===== src/rtl/shifter_operand_unit.sv =====
// Iterative ALU operand-2 shifter: rotated-immediate, immediate-shift and register-shift forms, one bit per clock.
// Latency N+1 cycles (N = step count, 0..33); start is ignored while busy, done pulses for one cycle.
module shifter_operand_unit #(
    parameter int WIDTH     = 32,
    parameter int MAX_STEPS = 33
) (
    input  logic             clk,
    input  logic             reset_n,
    input  logic             start,
    input  logic [1:0]       mode,
    input  logic [1:0]       shift_type,
    input  logic [4:0]       shift_imm,
    input  logic [3:0]       rot_imm,
    input  logic [7:0]       imm8,
    input  logic [WIDTH-1:0] rm,
    input  logic [7:0]       rs_amt,
    input  logic             c_in,
    output logic             busy,
    output logic             done,
    output logic [WIDTH-1:0] result,
    output logic             shifter_carry
);

    localparam int CW = $clog2(MAX_STEPS + 1);

    typedef enum logic [1:0] {
        IDLE  = 2'd0,
        SHIFT = 2'd1,
        DONE  = 2'd2
    } state_t;

    localparam logic [1:0] MODE_ROT_IMM = 2'b00;
    localparam logic [1:0] MODE_REG_REG = 2'b10;
    localparam logic [1:0] SH_LSL       = 2'b00;
    localparam logic [1:0] SH_LSR       = 2'b01;
    localparam logic [1:0] SH_ASR       = 2'b10;

    state_t          state;
    state_t          state_next;
    logic [CW-1:0]   count;
    logic            shift_left;
    logic            fill_rot;
    logic            fill_bit;
    logic            accept;
    logic            step_en;
    logic            step_fill;

    logic [WIDTH-1:0] ld_reg;
    logic             ld_carry;
    logic [CW-1:0]    ld_n;
    logic             ld_left;
    logic             ld_rot;
    logic             ld_fill;

    assign accept    = start && (state != SHIFT);
    assign step_en   = (state == SHIFT) && (count != '0);
    assign step_fill = fill_rot ? result[0] : fill_bit;
    assign busy      = (state == SHIFT);
    assign done      = (state == DONE);

    // Decode the instruction form into an initial register, carry, step count and fill policy.
    always_comb begin
        ld_reg   = rm;
        ld_carry = c_in;
        ld_n     = '0;
        ld_left  = 1'b0;
        ld_rot   = 1'b0;
        ld_fill  = 1'b0;
        if (mode == MODE_ROT_IMM) begin
            ld_reg = {{(WIDTH-8){1'b0}}, imm8};
            ld_rot = 1'b1;
            ld_n   = CW'({rot_imm, 1'b0});
        end else if (mode == MODE_REG_REG) begin
            if (rs_amt != 8'd0) begin
                case (shift_type)
                    SH_LSL: begin
                        ld_left = 1'b1;
                        ld_n    = (rs_amt >= 8'(MAX_STEPS)) ? CW'(MAX_STEPS) : CW'(rs_amt);
                    end
                    SH_LSR: begin
                        ld_n = (rs_amt >= 8'(MAX_STEPS)) ? CW'(MAX_STEPS) : CW'(rs_amt);
                    end
                    SH_ASR: begin
                        ld_fill = rm[WIDTH-1];
                        ld_n    = (rs_amt >= 8'(WIDTH)) ? CW'(WIDTH) : CW'(rs_amt);
                    end
                    default: begin
                        // ROR by a non-zero multiple of 32 leaves rm intact but still reports rm[31].
                        ld_rot = 1'b1;
                        ld_n   = CW'(rs_amt[4:0]);
                        if (rs_amt[4:0] == 5'd0) begin
                            ld_carry = rm[WIDTH-1];
                        end
                    end
                endcase
            end
        end else begin
            case (shift_type)
                SH_LSL: begin
                    ld_left = 1'b1;
                    ld_n    = CW'(shift_imm);
                end
                SH_LSR: begin
                    ld_n = (shift_imm == 5'd0) ? CW'(WIDTH) : CW'(shift_imm);
                end
                SH_ASR: begin
                    ld_fill = rm[WIDTH-1];
                    ld_n    = (shift_imm == 5'd0) ? CW'(WIDTH) : CW'(shift_imm);
                end
                default: begin
                    // ROR #0 encodes RRX: a single right step shifting in the old carry.
                    if (shift_imm == 5'd0) begin
                        ld_fill = c_in;
                        ld_n    = CW'(1);
                    end else begin
                        ld_rot = 1'b1;
                        ld_n   = CW'(shift_imm);
                    end
                end
            endcase
        end
    end

    always_ff @(posedge clk or negedge reset_n) begin
        if (!reset_n) begin
            state <= IDLE;
        end else begin
            state <= state_next;
        end
    end

    always_comb begin
        state_next = state;
        case (state)
            IDLE:    if (start) state_next = SHIFT;
            SHIFT:   if (count == '0) state_next = DONE;
            DONE:    state_next = start ? SHIFT : IDLE;
            default: state_next = IDLE;
        endcase
    end

    // The output register doubles as the working register; it is only meaningful once done fires.
    always_ff @(posedge clk or negedge reset_n) begin
        if (!reset_n) begin
            count         <= '0;
            result        <= '0;
            shifter_carry <= 1'b0;
            shift_left    <= 1'b0;
            fill_rot      <= 1'b0;
            fill_bit      <= 1'b0;
        end else if (accept) begin
            count         <= ld_n;
            result        <= ld_reg;
            shifter_carry <= ld_carry;
            shift_left    <= ld_left;
            fill_rot      <= ld_rot;
            fill_bit      <= ld_fill;
        end else if (step_en) begin
            count <= count - CW'(1);
            if (shift_left) begin
                shifter_carry <= result[WIDTH-1];
                result        <= {result[WIDTH-2:0], 1'b0};
            end else begin
                shifter_carry <= result[0];
                result        <= {step_fill, result[WIDTH-1:1]};
            end
        end
    end

endmodule

===== config.mk =====
export PLATFORM = sky130hd
export DESIGN_NAME = shifter_operand_unit
export DESIGN_NICKNAME = d
export VERILOG_FILES = /design/src/rtl/shifter_operand_unit.sv
export SDC_FILE = /design/constraint.sdc
export NUM_CORES = 1
export LEC_CHECK = 0
export BUFFER_PORTS_ARGS = -buffer_cell sky130_fd_sc_hd__buf_2
export CAP_MARGIN = 25
export CORE_UTILIZATION = 46
export CTS_CLUSTER_DIAMETER = 200
export DETAILED_ROUTE_END_ITERATION = 10
export PLACE_DENSITY_LB_ADDON = 0.3
export SKIP_CTS_REPAIR_TIMING = 1
export SYNTH_ARGS = -nofsm -noshare
export SYNTH_HDL_FRONTEND = slang
export SYNTH_SLANG_ARGS = --single-unit

===== constraint.sdc =====
create_clock -name clk -period 1.82 [get_ports clk]
set_input_delay 0.091 -clock clk [delete_from_list [all_inputs] [get_ports clk]]
set_output_delay 0.091 -clock clk [all_outputs]
set_load 0.005 [all_outputs]

==> impl_metrics.csv, run 1 <==
group,metric,value,unit
run_status,status,"finished clean",
grt,grt_pass1_vias,2614,
drt,drc,0,
drt,drt-total-wl,7727,um
place,io_buffers,99,
sta,worst_pin_slew,574.5,ps
sta,final.setup.tns,0,ps
sta,slew_violations,0,
grt,grt_max_degree,44,
clock_network,ctsRootBufferMaster,"clkbuf_8",
sta,fin_skew,10.31,ps
clock_network,clk_latency,300,ps
min_path,min_path_type,"input port to flop",
clock_network,cts.reportedPaths.clkPinSlew,90,ps
pwr,p_int,1.529,mW
place,placed_cell_area,3523,um^2
worst_setup_path,startpoint_type,"flop",
place,dpl.cell_count,510,
clock_network,clock_sinks,44,
clock_network,cts_tree,"done",
place,place_congestion,0.8690,
grt,grt_pass1_wl,12380,um
floorplanning,num_rows,28,
floorplanning,fp.coreArea,5956,um^2
grt,grt.overflow.total,0,
floorplanning,die_area,6526,um^2
worst_setup_path,arrival,1960,ps
clock_network,cts_buffers,5,
grt,track_usage,0.2446,
worst_setup_path,end_kind,"flop",
pwr,sw_frac_of_total,0.2816,
drt,ant_nets,0,
synth,avgSynthCellArea,8.373,um^2
synth,synth.distinct_cells,40,
clock_network,htree_levels,2,
cells_and_area,n_antenna_cell,0,
drt,dr.first_iter.drc_count,173,
cells_and_area,fin_util,0.6195,
pwr,power,2.128,mW
pwr,seqPwrFrac,0.512,
pwr,combPwrFrac,0.181,
synth,synth_warnings,0,
drt,wl_per_cell,14.80,um
run,maxCapViolCount,0,
floorplanning,initial_core_util,0.4794,
floorplanning,die_w,80.79,um
cells_and_area,nets,518,
synth,ys_seq_area_frac,0.3856,
pwr,p_leak,1.889,nW
pwr,power_density,576.8,nW/um^2
cells_and_area,stdcell_area,3690,um^2
sta,fin_crit,1771,ps
worst_setup_path,critPathMaxFanout,19,
drt,dr_total_vias,2953,
worst_setup_path,critPathKind,"flop to flop",
pwr,pwr-share-clk,0.307,
sta,hold_viol,0,
synth,synth_fp_nets,413,
cells_and_area,final_cells,522,
pwr,ir_drop,0.0004595,V
drt,via_per_inst,5.657,
cells_and_area,area_growth_syn_to_layout,29.23,%
sta,rsz0062_at_grt,"true",
place,post-dp-hpwl,5780,um
synth,netlist_area,2855,um^2
sta,max_clock_freq,0.5648,GHz
synth,syn-instance-count,341,
cells_and_area,drive_above_1_share,0.3221,
worst_setup_path,crit_required,2010,ps
clock_network,cts_buffer_depth,2,
pwr,p_switching,0.5993,mW
sta,timing.slew.headroom,0.6170,
synth,ys_seq_elements,44,
floorplanning,die_y,80.79,um
sta,min_period_over_period,0.9728,
floorplanning,ioPinCount,100,
sta,setup-violations-final,0,
grt,antenna_found_initial,0,
drt,drt_pass1_iterations,5,
## kinds of logic (layout without fill, tap and decap cells)
family                   count (synthesis)  after routing  synth area share
AO/OA/AOI/OAI                          114            114            0.2572
adder cells (fa/ha/maj)                  7              7           0.03067
buffers and inverters                   33            139           0.04645
flip-flops                              44             44            0.3856
multiplexers                            33             33            0.1192
AND/OR/NAND/NOR                        110            110            0.1608
## sequential cells by signal (all words and copies together), names as in the netlist
register / flops
result: 32
count: 6
state: 2
fill_bit: 1
fill_rot: 1
shift_left: 1
shifter_carry: 1
## layout make-up
cell class              instances  area, um^2
inverters                      10       37.54
repair buffers                121       721.9
fillers                       562        2266
clock inverters                 2       15.01
multi-input cells             264        1638
well taps                      75       93.84
flip-flops and latches         44        1101
clock buffers                   6       82.58
## cells in the mapped netlist
cell type,instances,area share
a2111oi_0,1,0.0031
a211o_1,1,0.0031
a211oi_1,1,0.0026
a21oi_1,24,0.042
a221o_1,7,0.025
a221oi_1,2,0.0061
a311oi_1,2,0.0061
a31oi_1,24,0.053
a32oi_1,2,0.0061
buf_1,1,0.0013
buf_2,7,0.012
clkbuf_1,15,0.020
dfrtp_1,44,0.39
ha_1,7,0.031
inv_1,10,0.013
mux2_2,8,0.032
mux2i_1,25,0.088
nand2_1,56,0.074
nand2b_1,2,0.0044
nand3_1,4,0.0070
nand3b_1,1,0.0026
nor2_1,36,0.047
nor2b_1,2,0.0044
nor3_1,3,0.0053
o211a_1,1,0.0035
o211ai_1,2,0.0053
o21a_1,2,0.0053
o21ai_0,33,0.058
o21ai_1,1,0.0018
o21bai_1,1,0.0026
o22ai_1,2,0.0044
o31a_1,2,0.0061
o31ai_1,2,0.0053
o32ai_1,2,0.0061
o41ai_1,1,0.0031
o41ai_4,1,0.0096
or2_2,1,0.0022
or3_1,1,0.0022
or3_4,1,0.0039
or4_1,3,0.0079
## worst max-delay path, cell delays in order (launching register included)
cell and delay [ps]:
dfrtp_1 380, inv_2 60, ha_1 170, nor2b_1 130
nand3b_1 210, o21ai_4 100, buf_12 140, clkbuf_16 170
a221o_1 310
## cell usage in the layout (no fill, tap or decap), types with 16 or more instances in the layout
| master | count |
|---|---|
| nor2_1 | 35 |
| mux2i_1 | 25 |
| nand2_1 | 55 |
| a21oi_1 | 24 |
| buf_4 | 16 |
| buf_2 | 99 |
| o21ai_0 | 33 |
| a31oi_1 | 24 |
| dfrtp_1 | 44 |
## power groups by stage
stage	registers (mW)	clock network, mW	logic (mW)
2_1_floorplan	1.10	0	0.192
3_3_place_gp	1.11	0	0.380
3_5_place_dp	1.11	0	0.387
4_1_cts	1.09	0.661	0.387
5_1_grt	1.10	0.704	0.437
6_report	1.09	0.654	0.384
## layer usage
metal / global-route usage / share of wire / vias to the layer above
met5: 0 / 0 / -
li1: - / - / 1451
met1: 0.3550 / 0.46 / 1382
met3: 0.03820 / 0.048 / 11
met4: 0.06250 / 0.016 / 0
met2: 0.3805 / 0.47 / 109
## metrics by stage
stage	setup slack, ps	hold WS (ps)
after floorplan	10.67	-204.6
after global placement	135.6	39.50
after detailed placement	41.13	39.05
after CTS	48.36	-288.6
after global routing	-32.88	17.67
final	49.47	20.09
## path summary, 6_finish.rpt
check | start | end | slack [ps] | cells past startpoint
max | count[1] | result[14] | 50 | 8
min | rm[22] | result[22] | 20 | 2
max reg2reg | count[1] | result[14] | 50 | 8
min reg2reg | fill_bit | fill_bit | 490 | 2
max in group asynchronous | reset_n | count[1] | 1040 | 3
min in group asynchronous | reset_n | result[12] | 230 | 2
No activity file was read; power rests on OpenSTA's default activity.
==> inputs of run 2 (changes only) <==
Settings changed: ABC_AREA set to 1, CORE_UTILIZATION 46 to 47.
==> impl_metrics.csv, run 2 <==
group,metric,value,unit
synth,syn-instance-count,455,
floorplanning,fp.coreArea,6350,um^2
sta,fin_crit,1666,ps
clock_network,cts_buffer_depth,2,
drt,drt-total-wl,7906,um
clock_network,cts.reportedPaths.clkPinSlew,80,ps
sta,timing.slew.headroom,0.5848,
cells_and_area,area_growth_syn_to_layout,19.85,%
sta,worst_pin_slew,622.8,ps
sta,slew_violations,0,
worst_setup_path,startpoint_type,"flop",
grt,grt_use_met1,0.3136,
synth,synth_area_leaders,"dfrtp_1, nand2_1, o21ai_0, inv_1, nor2_1",
synth,yosysTopAreaCell,"dfrtp_1",
sta,max_clock_freq,0.6002,GHz
grt,grt_use_met3,0.03579,
worst_setup_path,path_cells,"inv_1, ha_1, nand4_1, nand2_2, nand2_8, buf_12, nor2_1, a21oi_1",
drt,ant_nets,0,
synth,yosys-top-cells-count,"nand2_1, inv_1, dfrtp_1",
floorplanning,num_rows,29,
sta,setup-violations-final,0,
drt,drt_pass1_iterations,5,
synth,ys_seq_area_frac,0.3551,
synth,synth.distinct_cells,28,
synth,yosysTopAreaCellShare,0.3551,
clock_network,cts_buffers,5,
run,maxCapViolCount,0,
synth,synth_top_family_by_area,"simple AND/OR/NAND/NOR gates",
grt,antenna_found_initial,0,
drt,wl_per_cell,12.67,um
clock_network,ctsRootBufferMaster,"clkbuf_8",
grt,track_usage,0.2347,
pwr,seqPwrFrac,0.330,
pwr,p_switching,2.619,mW
grt,grt_max_degree,31,
sta,fin_skew,6.715,ps
synth,yosys.area_share.simple,0.3107,
drt,via_per_inst,5.196,
clock_network,clock_sinks,44,
cells_and_area,final_cell_mix,"nand2_1, buf_2, inv_1",
pwr,p_leak,1.958,nW
cells_and_area,layout_commonest_cell,"nand2_1",
cells_and_area,largest_reg_flops,32,
synth,synth_compound_area_frac,0.1538,
floorplanning,die_y,83.22,um
clock_network,clk_latency,290,ps
sta,hold_viol,0,
synth,avgSynthCellArea,6.814,um^2
worst_setup_path,end_kind,"flop",
drt,dr.first_iter.drc_count,179,
synth,synth_xor_area_frac,0.005650,
worst_setup_path,crit_required,1990,ps
place,post-dp-hpwl,5939,um
pwr,combPwrFrac,0.568,
grt,grt_pass1_wl,13530,um
floorplanning,die_w,83.22,um
synth,synth_fa_ha_area_frac,0.02825,
grt,grt.overflow.total,0,
worst_setup_path,arrival,1830,ps
synth,synthArstFlopShare,1.000,
pwr,p_int,3.004,mW
synth,synth_edf_count,0,
cells_and_area,fill_cells,620,
cells_and_area,n_antenna_cell,0,
synth,netlist_area,3100,um^2
worst_setup_path,critPathKind,"flop to flop",
drt,drc,0,
clock_network,htree_levels,2,
synth,synthFlopType,"dfrtp_1",
floorplanning,ioPinCount,100,
run_status,status,"finished clean",
cells_and_area,top_register,"result",
cells_and_area,stdcell_area,3716,um^2
floorplanning,initial_core_util,0.4883,
pwr,sw_frac_of_total,0.4658,
pwr,ir_drop,0.0008614,V
cells_and_area,largestRegisters,"result x32, count x6, state x2",
synth,yosysMostFrequentCell,"nand2_1",
worst_setup_path,max_stage_delay,380,ps
floorplanning,die_area,6926,um^2
min_path,min_path_type,"input port to flop",
synth,synth_fp_nets,527,
synth,ys_seq_elements,44,
worst_setup_path,slowest_stage,"dfrtp_1",
cells_and_area,nets,619,
grt,busiest_layer,"met2",
synth,synth_warnings,0,
sta,final.setup.tns,0,ps
clock_network,cts_tree,"done",
cells_and_area,drive_above_1_share,0.2212,
grt,grt_pass1_vias,3009,
grt,grtUsageMet2,0.3994,
sta,min_period_over_period,0.9155,
drt,dr_total_vias,3242,
sta,rsz0062_at_grt,"false",
place,placed_cell_area,3615,um^2
pwr,power_density,1513,nW/um^2
place,place_congestion,0.8260,
synth,yosys-mux-area-fraction,0.04197,
worst_setup_path,critPathMaxFanout,30,
place,io_buffers,99,
pwr,pwr-share-clk,0.102,
## run 2: logic make-up after synthesis
| group | after synthesis |
|---|---|
| and+or+nand+nor | 229 |
| AOI/OAI and AO/OA | 90 |
| buffers and inverters | 70 |
| DFF | 44 |
| muxes | 13 |
| adders and majority gates | 7 |
| xor gates and xnor gates | 2 |
## run 2: layer usage
metal  vias up  share of wire
met2        98           0.48
met3        10          0.056
met5         -              0
li1       1647              -
met4         0          0.011
met1      1487           0.45
## run 2: worst max-delay path: cells and delay by family (launching register included)
family,cells,cell delay [ps]
AO/OA/AOI/OAI,1,50
adder cells (fa/ha/maj),1,160
buffers and inverters,2,330
flip-flops,1,380
AND/OR/NAND/NOR,4,610
## run 2: stage by stage
stage | power (mW) | cells | utilization | hold slack [ps] | worst slack, ps
after floorplan | 4.111 | 455 | - | -204.6 | 470.0
after global placement | 4.935 | 616 | 0.5693 | 130.3 | 192.3
after detailed placement | 5.024 | 616 | 0.5693 | 141.0 | 60.17
after CTS | 5.609 | 623 | 0.5815 | -174.0 | 43.05
after global routing | 6.155 | 624 | 0.5852 | 30.99 | 25.24
final | 5.623 | 624 | 0.5852 | 18.30 | 153.8
## run 2: power groups by stage
| stage | registers, mW | clock network [mW] | logic [mW] |
|---|---|---|---|
| 2_1_floorplan | 1.81 | 0 | 2.30 |
| 3_3_place_gp | 1.87 | 0 | 3.07 |
| 3_5_place_dp | 1.87 | 0 | 3.15 |
| 4_1_cts | 1.85 | 0.591 | 3.17 |
| 5_1_grt | 1.92 | 0.636 | 3.60 |
| 6_report | 1.86 | 0.575 | 3.19 |
## run 2: final cells by class
cell class | count | area, um^2 | share of cell area
clock buffers | 6 | 72.57 | 0.01953
clock inverters | 1 | 5.005 | 0.001347
inverters | 49 | 193.9 | 0.05219
multi-input cells | 341 | 1684 | 0.4532
flip-flops and latches | 44 | 1101 | 0.2963
well taps | 77 | 96.34 | 0.02593
repair buffers | 106 | 563.0 | 0.1515
## run 2: worst paths after layout
path	slack, ps	cells past startpoint	end	start
max reg2reg	150	8	shifter_carry	count[0]
min reg2reg	510	2	count[1]	count[1]
max in group asynchronous	800	3	result[25]	reset_n
max	150	8	shifter_carry	count[0]
min	20	3	result[16]	rm[16]
min in group asynchronous	350	2	result[1]	reset_n
